### config.mk
export PLATFORM = sky130hd
export DESIGN_NAME = scr_ram_init_ctrl_flat
export DESIGN_NICKNAME = d
export VERILOG_FILES = /design/src/rtl/scr_ram_init_ctrl_if.sv /design/src/rtl/scr_ram_init_ctrl.sv /design/src/flat_wrapper.sv
export SDC_FILE = /design/constraint.sdc
export NUM_CORES = 1
export LEC_CHECK = 0
export CORE_AREA = 2 2 212 214
export CTS_BUF_LIST = sky130_fd_sc_hd__clkbuf_16
export DETAILED_ROUTE_END_ITERATION = 16
export DIE_AREA = 0 0 214 216
export PLACE_DENSITY = 0.51
export SYNTH_ARGS = -nofsm -noshare
export SYNTH_HDL_FRONTEND = slang
export SYNTH_SLANG_ARGS = --single-unit
### constraint.sdc
create_clock -name clk_i -period 2.8 [get_ports clk_i]
set_input_delay 0.56 -clock clk_i [delete_from_list [all_inputs] [get_ports clk_i]]
set_output_delay 0.56 -clock clk_i [all_outputs]
set_load 0.02 [all_outputs]
### src/rtl/scr_ram_init_ctrl_if.sv
// ============================================================================
// Module      : scr_ram_init_ctrl_if
// Description : Request/grant RAM-style bus (host side and RAM side).
// Revision    : 1.0 - initial release
// ============================================================================
`default_nettype none

interface scr_ram_init_ctrl_if #(
    parameter int ADDR_W = 14,
    parameter int DATA_W = 32
) ();
    logic              req;
    logic              gnt;
    logic              write;
    logic [ADDR_W-1:0] addr;
    logic [DATA_W-1:0] wdata;
    logic [DATA_W-1:0] wmask;

    modport master (output req, write, addr, wdata, wmask, input gnt);
    modport slave  (input req, write, addr, wdata, wmask, output gnt);
endinterface

`default_nettype wire

### src/rtl/scr_ram_init_ctrl.sv
// ============================================================================
// Module      : scr_ram_init_ctrl
// Description : Key fetch, RAM scrub and host arbitration for the scrambled RAM.
//               Optional macro SCR_RAM_INIT_ZERO_FILL_EN: scrub with zeros, no LFSR.
// Revision    : 1.0 - initial release
// ============================================================================
`default_nettype none

module scr_ram_init_ctrl #(
    parameter int          DEPTH       = 16384,
    parameter int          WIDTH       = 32,
    parameter int          NONCE_WIDTH = 64,
    parameter logic [31:0] LFSR_SEED   = 32'hACE1_2357
) (
    input  wire logic                   clk_i,
    input  wire logic                   rst_i,
    input  wire logic                   init_req_i,
    output logic                        key_req_o,
    input  wire logic                   key_ack_i,
    input  wire logic [127:0]           key_data_i,
    input  wire logic [NONCE_WIDTH-1:0] nonce_data_i,
    output logic [127:0]                key_o,
    output logic [NONCE_WIDTH-1:0]      nonce_o,
    output logic                        key_valid_o,
    scr_ram_init_ctrl_if.slave          host,
    scr_ram_init_ctrl_if.master         ram,
    output logic                        busy_o,
    output logic                        init_done_o
);

    localparam int           AW     = $clog2(DEPTH);
    localparam logic [AW:0]  c_LAST = (AW+1)'(DEPTH - 1);

    typedef enum logic [1:0] {
        ST_RESET   = 2'd0,
        ST_KEY_REQ = 2'd1,
        ST_INIT    = 2'd2,
        ST_READY   = 2'd3
    } state_e;

    state_e                 state_q;
    logic [127:0]           key_q;
    logic [NONCE_WIDTH-1:0] nonce_q;
    logic                   key_valid_q;
    logic                   key_req_q;
    logic                   busy_q;
    logic                   init_done_q;
    logic [AW:0]            cnt_q;
    logic [AW:0]            cnt_d;
    logic [WIDTH-1:0]       w_init_data;

    assign cnt_d = cnt_q + 1'b1;

`ifdef SCR_RAM_INIT_ZERO_FILL_EN
    assign w_init_data = '0;
`else
    localparam logic [31:0] c_TAPS = 32'h8020_0003;

    logic [31:0] lfsr_q;
    logic [31:0] lfsr_d;
    logic [31:0] w_seed_x;
    logic [31:0] w_seed;

    assign lfsr_d      = {1'b0, lfsr_q[31:1]} ^ (lfsr_q[0] ? c_TAPS : 32'h0);
    // An all-zero LFSR would lock up, so a zero seed falls back to the base seed.
    assign w_seed_x    = key_data_i[31:0] ^ LFSR_SEED;
    assign w_seed      = (w_seed_x == 32'h0) ? LFSR_SEED : w_seed_x;
    assign w_init_data = {(WIDTH/32){lfsr_q}};
`endif

    always_ff @(posedge clk_i) begin
        if (rst_i) begin
            state_q     <= ST_RESET;
            key_q       <= '0;
            nonce_q     <= '0;
            key_valid_q <= 1'b0;
            key_req_q   <= 1'b0;
            busy_q      <= 1'b1;
            init_done_q <= 1'b0;
            cnt_q       <= '0;
`ifndef SCR_RAM_INIT_ZERO_FILL_EN
            lfsr_q      <= '0;
`endif
        end else begin
            case (state_q)
                ST_RESET: begin
                    state_q   <= ST_KEY_REQ;
                    key_req_q <= 1'b1;
                end
                ST_KEY_REQ: begin
                    if (key_ack_i) begin
                        state_q     <= ST_INIT;
                        key_q       <= key_data_i;
                        nonce_q     <= nonce_data_i;
                        key_valid_q <= 1'b1;
                        key_req_q   <= 1'b0;
                        cnt_q       <= '0;
`ifndef SCR_RAM_INIT_ZERO_FILL_EN
                        lfsr_q      <= w_seed;
`endif
                    end
                end
                ST_INIT: begin
                    if (ram.gnt) begin
                        cnt_q <= cnt_d;
`ifndef SCR_RAM_INIT_ZERO_FILL_EN
                        lfsr_q <= lfsr_d;
`endif
                        if (cnt_q == c_LAST) begin
                            state_q     <= ST_READY;
                            busy_q      <= 1'b0;
                            init_done_q <= 1'b1;
                        end
                    end
                end
                ST_READY: begin
                    if (init_req_i) begin
                        state_q     <= ST_KEY_REQ;
                        key_valid_q <= 1'b0;
                        key_req_q   <= 1'b1;
                        busy_q      <= 1'b1;
                        init_done_q <= 1'b0;
                    end
                end
                default: state_q <= ST_RESET;
            endcase
        end
    end

    // The host only reaches the RAM once READY; otherwise the scrub engine owns it.
    always_comb begin
        ram.req   = 1'b0;
        ram.write = 1'b0;
        ram.addr  = cnt_q[AW-1:0];
        ram.wdata = w_init_data;
        ram.wmask = '1;
        host.gnt  = 1'b0;
        case (state_q)
            ST_INIT: begin
                ram.req   = 1'b1;
                ram.write = 1'b1;
            end
            ST_READY: begin
                ram.req   = host.req;
                ram.write = host.write;
                ram.addr  = host.addr;
                ram.wdata = host.wdata;
                ram.wmask = host.wmask;
                host.gnt  = host.req & ram.gnt;
            end
            default: ;
        endcase
    end

    assign key_o       = key_q;
    assign nonce_o     = nonce_q;
    assign key_valid_o = key_valid_q;
    assign key_req_o   = key_req_q;
    assign busy_o      = busy_q;
    assign init_done_o = init_done_q;

endmodule

`default_nettype wire
### src/flat_wrapper.sv
// flat-port wrapper written by rule: the top's interface ports become plain ports
module scr_ram_init_ctrl_flat 
#(
    parameter int          DEPTH       = 16384,
    parameter int          WIDTH       = 32,
    parameter int          NONCE_WIDTH = 64,
    parameter logic [31:0] LFSR_SEED   = 32'hACE1_2357
)
  (clk_i, rst_i, init_req_i, key_req_o, key_ack_i, key_data_i, nonce_data_i, key_o, nonce_o, key_valid_o, busy_o, init_done_o, host_req, host_write, host_addr, host_wdata, host_wmask, host_gnt, ram_req, ram_write, ram_addr, ram_wdata, ram_wmask, ram_gnt);
  scr_ram_init_ctrl_if host_i ();
  scr_ram_init_ctrl_if ram_i ();
  input  wire logic clk_i;
  input  wire logic rst_i;
  input  wire logic init_req_i;
  output logic key_req_o;
  input  wire logic key_ack_i;
  input  wire logic [127:0] key_data_i;
  input  wire logic [NONCE_WIDTH-1:0] nonce_data_i;
  output logic [127:0] key_o;
  output logic [NONCE_WIDTH-1:0] nonce_o;
  output logic key_valid_o;
  output logic busy_o;
  output logic init_done_o;
  input wire logic [$bits(host_i.req)-1:0] host_req;
  input wire logic [$bits(host_i.write)-1:0] host_write;
  input wire logic [$bits(host_i.addr)-1:0] host_addr;
  input wire logic [$bits(host_i.wdata)-1:0] host_wdata;
  input wire logic [$bits(host_i.wmask)-1:0] host_wmask;
  output wire logic [$bits(host_i.gnt)-1:0] host_gnt;
  output wire logic [$bits(ram_i.req)-1:0] ram_req;
  output wire logic [$bits(ram_i.write)-1:0] ram_write;
  output wire logic [$bits(ram_i.addr)-1:0] ram_addr;
  output wire logic [$bits(ram_i.wdata)-1:0] ram_wdata;
  output wire logic [$bits(ram_i.wmask)-1:0] ram_wmask;
  input wire logic [$bits(ram_i.gnt)-1:0] ram_gnt;
  assign host_i.req = host_req;
  assign host_i.write = host_write;
  assign host_i.addr = host_addr;
  assign host_i.wdata = host_wdata;
  assign host_i.wmask = host_wmask;
  assign host_gnt = host_i.gnt;
  assign ram_req = ram_i.req;
  assign ram_write = ram_i.write;
  assign ram_addr = ram_i.addr;
  assign ram_wdata = ram_i.wdata;
  assign ram_wmask = ram_i.wmask;
  assign ram_i.gnt = ram_gnt;
  scr_ram_init_ctrl #(.DEPTH(DEPTH), .WIDTH(WIDTH), .NONCE_WIDTH(NONCE_WIDTH), .LFSR_SEED(LFSR_SEED)) u_core (.clk_i(clk_i), .rst_i(rst_i), .init_req_i(init_req_i), .key_req_o(key_req_o), .key_ack_i(key_ack_i), .key_data_i(key_data_i), .nonce_data_i(nonce_data_i), .key_o(key_o), .nonce_o(nonce_o), .key_valid_o(key_valid_o), .host(host_i), .ram(ram_i), .busy_o(busy_o), .init_done_o(init_done_o));
endmodule
==> metrics.yaml <==
ctsHtreeMaxLevel: 1
setup_tns_ps: 0
core-area_um2: 43800
worstMarginPinSlew_ps: 857
p_per_area_nw_per_um2: 779
via_count_of_the_first_global_routing_pass: 10542
globalRouteOverflowTotal: 0
drv_cap: 0
number_of_flops_mapped_to_enable_cells_by_yosys: 0
hold_viol_final: 0
pre_cts_ws_ps: -134
placementRows: 77
synth_cell_types: 58
synth.area.top_cells: "sky130_fd_sc_hd__dfxtp_1 (49%), sky130_fd_sc_hd__nand2_1 (15%), sky130_fd_sc_hd__a21oi_1 (10%), sky130_fd_sc_hd__mux2_2 (5.2%), sky130_fd_sc_hd__clkbuf_1 (3.1%)"
destination_of_the_worst_register_to_register_timing_path: "u_core.cnt_q[11]"
drt-pass1-iter-count: 5
yosys_warnings: 0
dr_total_vias: 10487
synth_area_um2: 10000
synth_ff_type: "sky130_fd_sc_hd__dfxtp_1"
gp_congestion: 0.869
layout-drive-gt1-share_pct: 9.49
grt_use_total_pct: 17.5
holdCritPathClass: "flip-flop to flip-flop"
setup_ws_ps: 97.5
areaGrowthSynthToFinish_pct: 74.7
drt-initial-drc-count: 377
synth_area_per_cell_um2: 8.19
vias_per_cell: 4.40
run_status: "finished, final reports clean"
slack_of_the_worst_reg_to_reg_path_ps: 380
antenna_violations_before_repair: 1
fin_crit_sh_pct: 96.5
min-delay-start: "u_core.nonce_o[29]"
nets_final: 2052
crit_fanout: 9
synth_top_cell_area_share_pct: 49.0
maximum_clock_insertion_buffer_count: 3
critical_path_class: "flip-flop to output pin"
clk_root_buffer_cell: "sky130_fd_sc_hd__clkbuf_16"
area_of_the_die_um2: 46200
ys_seq_elements: 245
wirelength_mm: 42.4
timing_max_transition_violations_final: 0
setup_viol: 0
cts_tree: "yes"
average_wire_per_cell_in_the_routed_design_um: 17.8
final_antenna_net_count: 0
min_delay_path_depth: 2
critPathArrivalTime_ps: 2140
cpMaxStageDelayCell: "sky130_fd_sc_hd__dfxtp_1"
floorplan.initialDensity_pct: 22.8
worst_r2r_startpoint: "u_core.state_q[1]"
maximum_number_of_pins_on_one_net_before_global_route_repair: 90
buffer_ports.inserted: 553
timing.reg2reg.worst_path_depth: 6
place_hpwl_mm: 31.6
vdd.ir_drop.worst_v: 0.000508
num_io_pins: 554
worstPathRequired_ps: 2240
count_of_inserted_antenna_diode_cells: 0
global_route_wire_length_before_repair_mm: 63.7
critPathLaunchType: "flip-flop"
power_leakage_nw: 6.31
remaining_routing_drc_violations: 0
rsz0062_at_grt: "no"
max-slew-margin-rel_pct: 42.9
clkTransAtPathRegs_ps: 60
synthesis.instances: 1222
clk-insertion-delay-late_ps: 560
tritoncts.num_buffers: 30
numClockSinks: 245
max_freq_ghz: 0.370
finalClockSkew_ps: 15.7
synth_async_sr_flop_share_pct: 0
dieWidth_um: 214
finish.utilization_pct: 39.9
period_minus_slack_ps: 2700
holdPathEnd: "u_core.nonce_o[29]"
cpPeakStageDelay_ps: 420
synth_largest_area_cell: "sky130_fd_sc_hd__dfxtp_1"
height_of_the_die_um: 216
cp_cell_sequence: "ha_4 -> buf_12 -> buf_4 -> mux2_2 -> dlygate4sd2_1"
synth_sequential_area_ratio_pct: 49.0
cp-end-kind: "output pin"
postSynthNetCount: 1504
==> cells in the final DEF, fill, tap and decap left out, drive strengths merged, types with 2 or more instances in the layout <==
cell | Yosys | final
a211oi | 21 | 21
dlygate4sd2 | 0 | 68
nor4b | 3 | 3
o31ai | 5 | 5
buf | 10 | 60
nor2b | 3 | 3
and4 | 3 | 3
bufinv | 0 | 3
nand3b | 2 | 2
inv | 4 | 9
nor2 | 43 | 43
o21a | 3 | 3
nor3b | 13 | 13
xor2 | 2 | 2
mux2i | 17 | 17
ha | 5 | 5
a21oi | 202 | 202
xnor2 | 6 | 6
nand2 | 393 | 393
clkinv | 0 | 14
nor4 | 3 | 3
a21o | 3 | 3
clkdlybuf4s50 | 0 | 481
and3 | 3 | 3
mux2 | 46 | 46
dfxtp | 245 | 245
a2111oi | 13 | 13
clkbuf | 86 | 31
nand2b | 38 | 38
nand4 | 9 | 9
dlymetal6s2s | 0 | 3
and2 | 2 | 2
o21ai | 7 | 7
nand3 | 7 | 7
or4 | 7 | 7
==> cells by family (layout without fill, tap and decap cells) <==
group	Yosys count	count (layout)	synth area share [%]
AND/OR/NAND/NOR	538	538	23.4
multiplexers	63	63	6.92
buffers and inverters	100	670	4.08
XOR/XNOR	8	8	0.700
AO/OA/AOI/OAI	263	263	15.2
flip-flops	245	245	49.0
adder cells (fa/ha/maj)	5	5	0.625
==> power breakdown <==
part,internal [mW],switching (mW)
Combinational,2.43,2.84
Clock,2.26,1.54
Sequential,4.08,0.452
Total,8.77,4.84
==> flip-flops by register name, summed over array words and instances, names as in the netlist <==
signal / cells
u_core.init_done_o: 1
u_core.key_o: 128
u_core.state_q: 2
u_core.key_req_o: 1
u_core.lfsr_q: 32
u_core.busy_o: 1
u_core.nonce_o: 64
u_core.cnt_q: 15
u_core.key_valid_o: 1
==> critical path: cells and delay by family, from the launching register on <==
| kind | cells | cell delay, ps |
|---|---|---|
| buf+inv | 3 | 620 |
| flops | 1 | 420 |
| mux | 1 | 330 |
| fa+ha+maj | 1 | 210 |
==> metrics by stage <==
| stage | hold slack (ps) | area (µm²) | cells | total power [mW] |
|---|---|---|---|---|
| 2_1_floorplan | 468 | 10000 | 1222 | 7.31 |
| 3_3_place_gp | 441 | 16500 | 2327 | 10.0 |
| 3_5_place_dp | 447 | 16500 | 2327 | 10.1 |
| 4_1_cts | 454 | 17500 | 2384 | 13.8 |
| 5_1_grt | 469 | 17500 | 2384 | 14.4 |
| 6_report | 450 | 17500 | 2384 | 13.6 |
==> worst max path at each step <==
stage	startpoint	endpoint	slack, ps	cells after the start
CTS	u_core.state_q[1]	ram_write	7	5
floorplan	u_core.state_q[0]	ram_wdata[0]	540	4
detailed placement	key_data_i[17]	u_core.lfsr_q[9]	-130	7
global placement	key_data_i[17]	u_core.lfsr_q[6]	-70	7
finish	u_core.state_q[1]	ram_addr[1]	100	5
global route	u_core.state_q[1]	ram_addr[1]	6	5
==> per-layer routing <==
layer / vias up / wire (µm) / global-route usage, %
met4: 2 / 1070 / 5.48
met1: 4870 / 17300 / 20.5
li1: 5199 / - / -
met2: 354 / 21200 / 31.4
met5: - / 13 / 0
met3: 62 / 2810 / 4.41
==> cells in the mapped netlist, types with 8 or more instances <==
| cell | n |
|---|---|
| sky130_fd_sc_hd__nand2_1 | 393 |
| sky130_fd_sc_hd__dfxtp_1 | 245 |
| sky130_fd_sc_hd__a21oi_1 | 202 |
| sky130_fd_sc_hd__clkbuf_1 | 83 |
| sky130_fd_sc_hd__mux2_2 | 46 |
| sky130_fd_sc_hd__nor2_1 | 43 |
| sky130_fd_sc_hd__nand2b_1 | 38 |
| sky130_fd_sc_hd__a211oi_1 | 21 |
| sky130_fd_sc_hd__mux2i_1 | 16 |
| sky130_fd_sc_hd__nor3b_1 | 13 |
| sky130_fd_sc_hd__nand4_1 | 8 |
==> final cells by class <==
cell class	instances	area (µm²)
inverters	4	15.0
repair buffers	612	6130
clock inverters	23	185
clock buffers	31	776
fillers	4531	26400
flip-flops and latches	245	4910
multi-input cells	877	4720
well taps	592	741
==> what timing repair did <==
| action | in CTS | in global routing |
|---|---|---|
| setup endpoints to repair | 79 | 3 |
| resized for setup | 69 | 3 |
| buffers inserted | 3 | 0 |
| hold buffers | 0 | 0 |
| pin swaps | 1 | 0 |
Power figures use the tool's default switching activity.
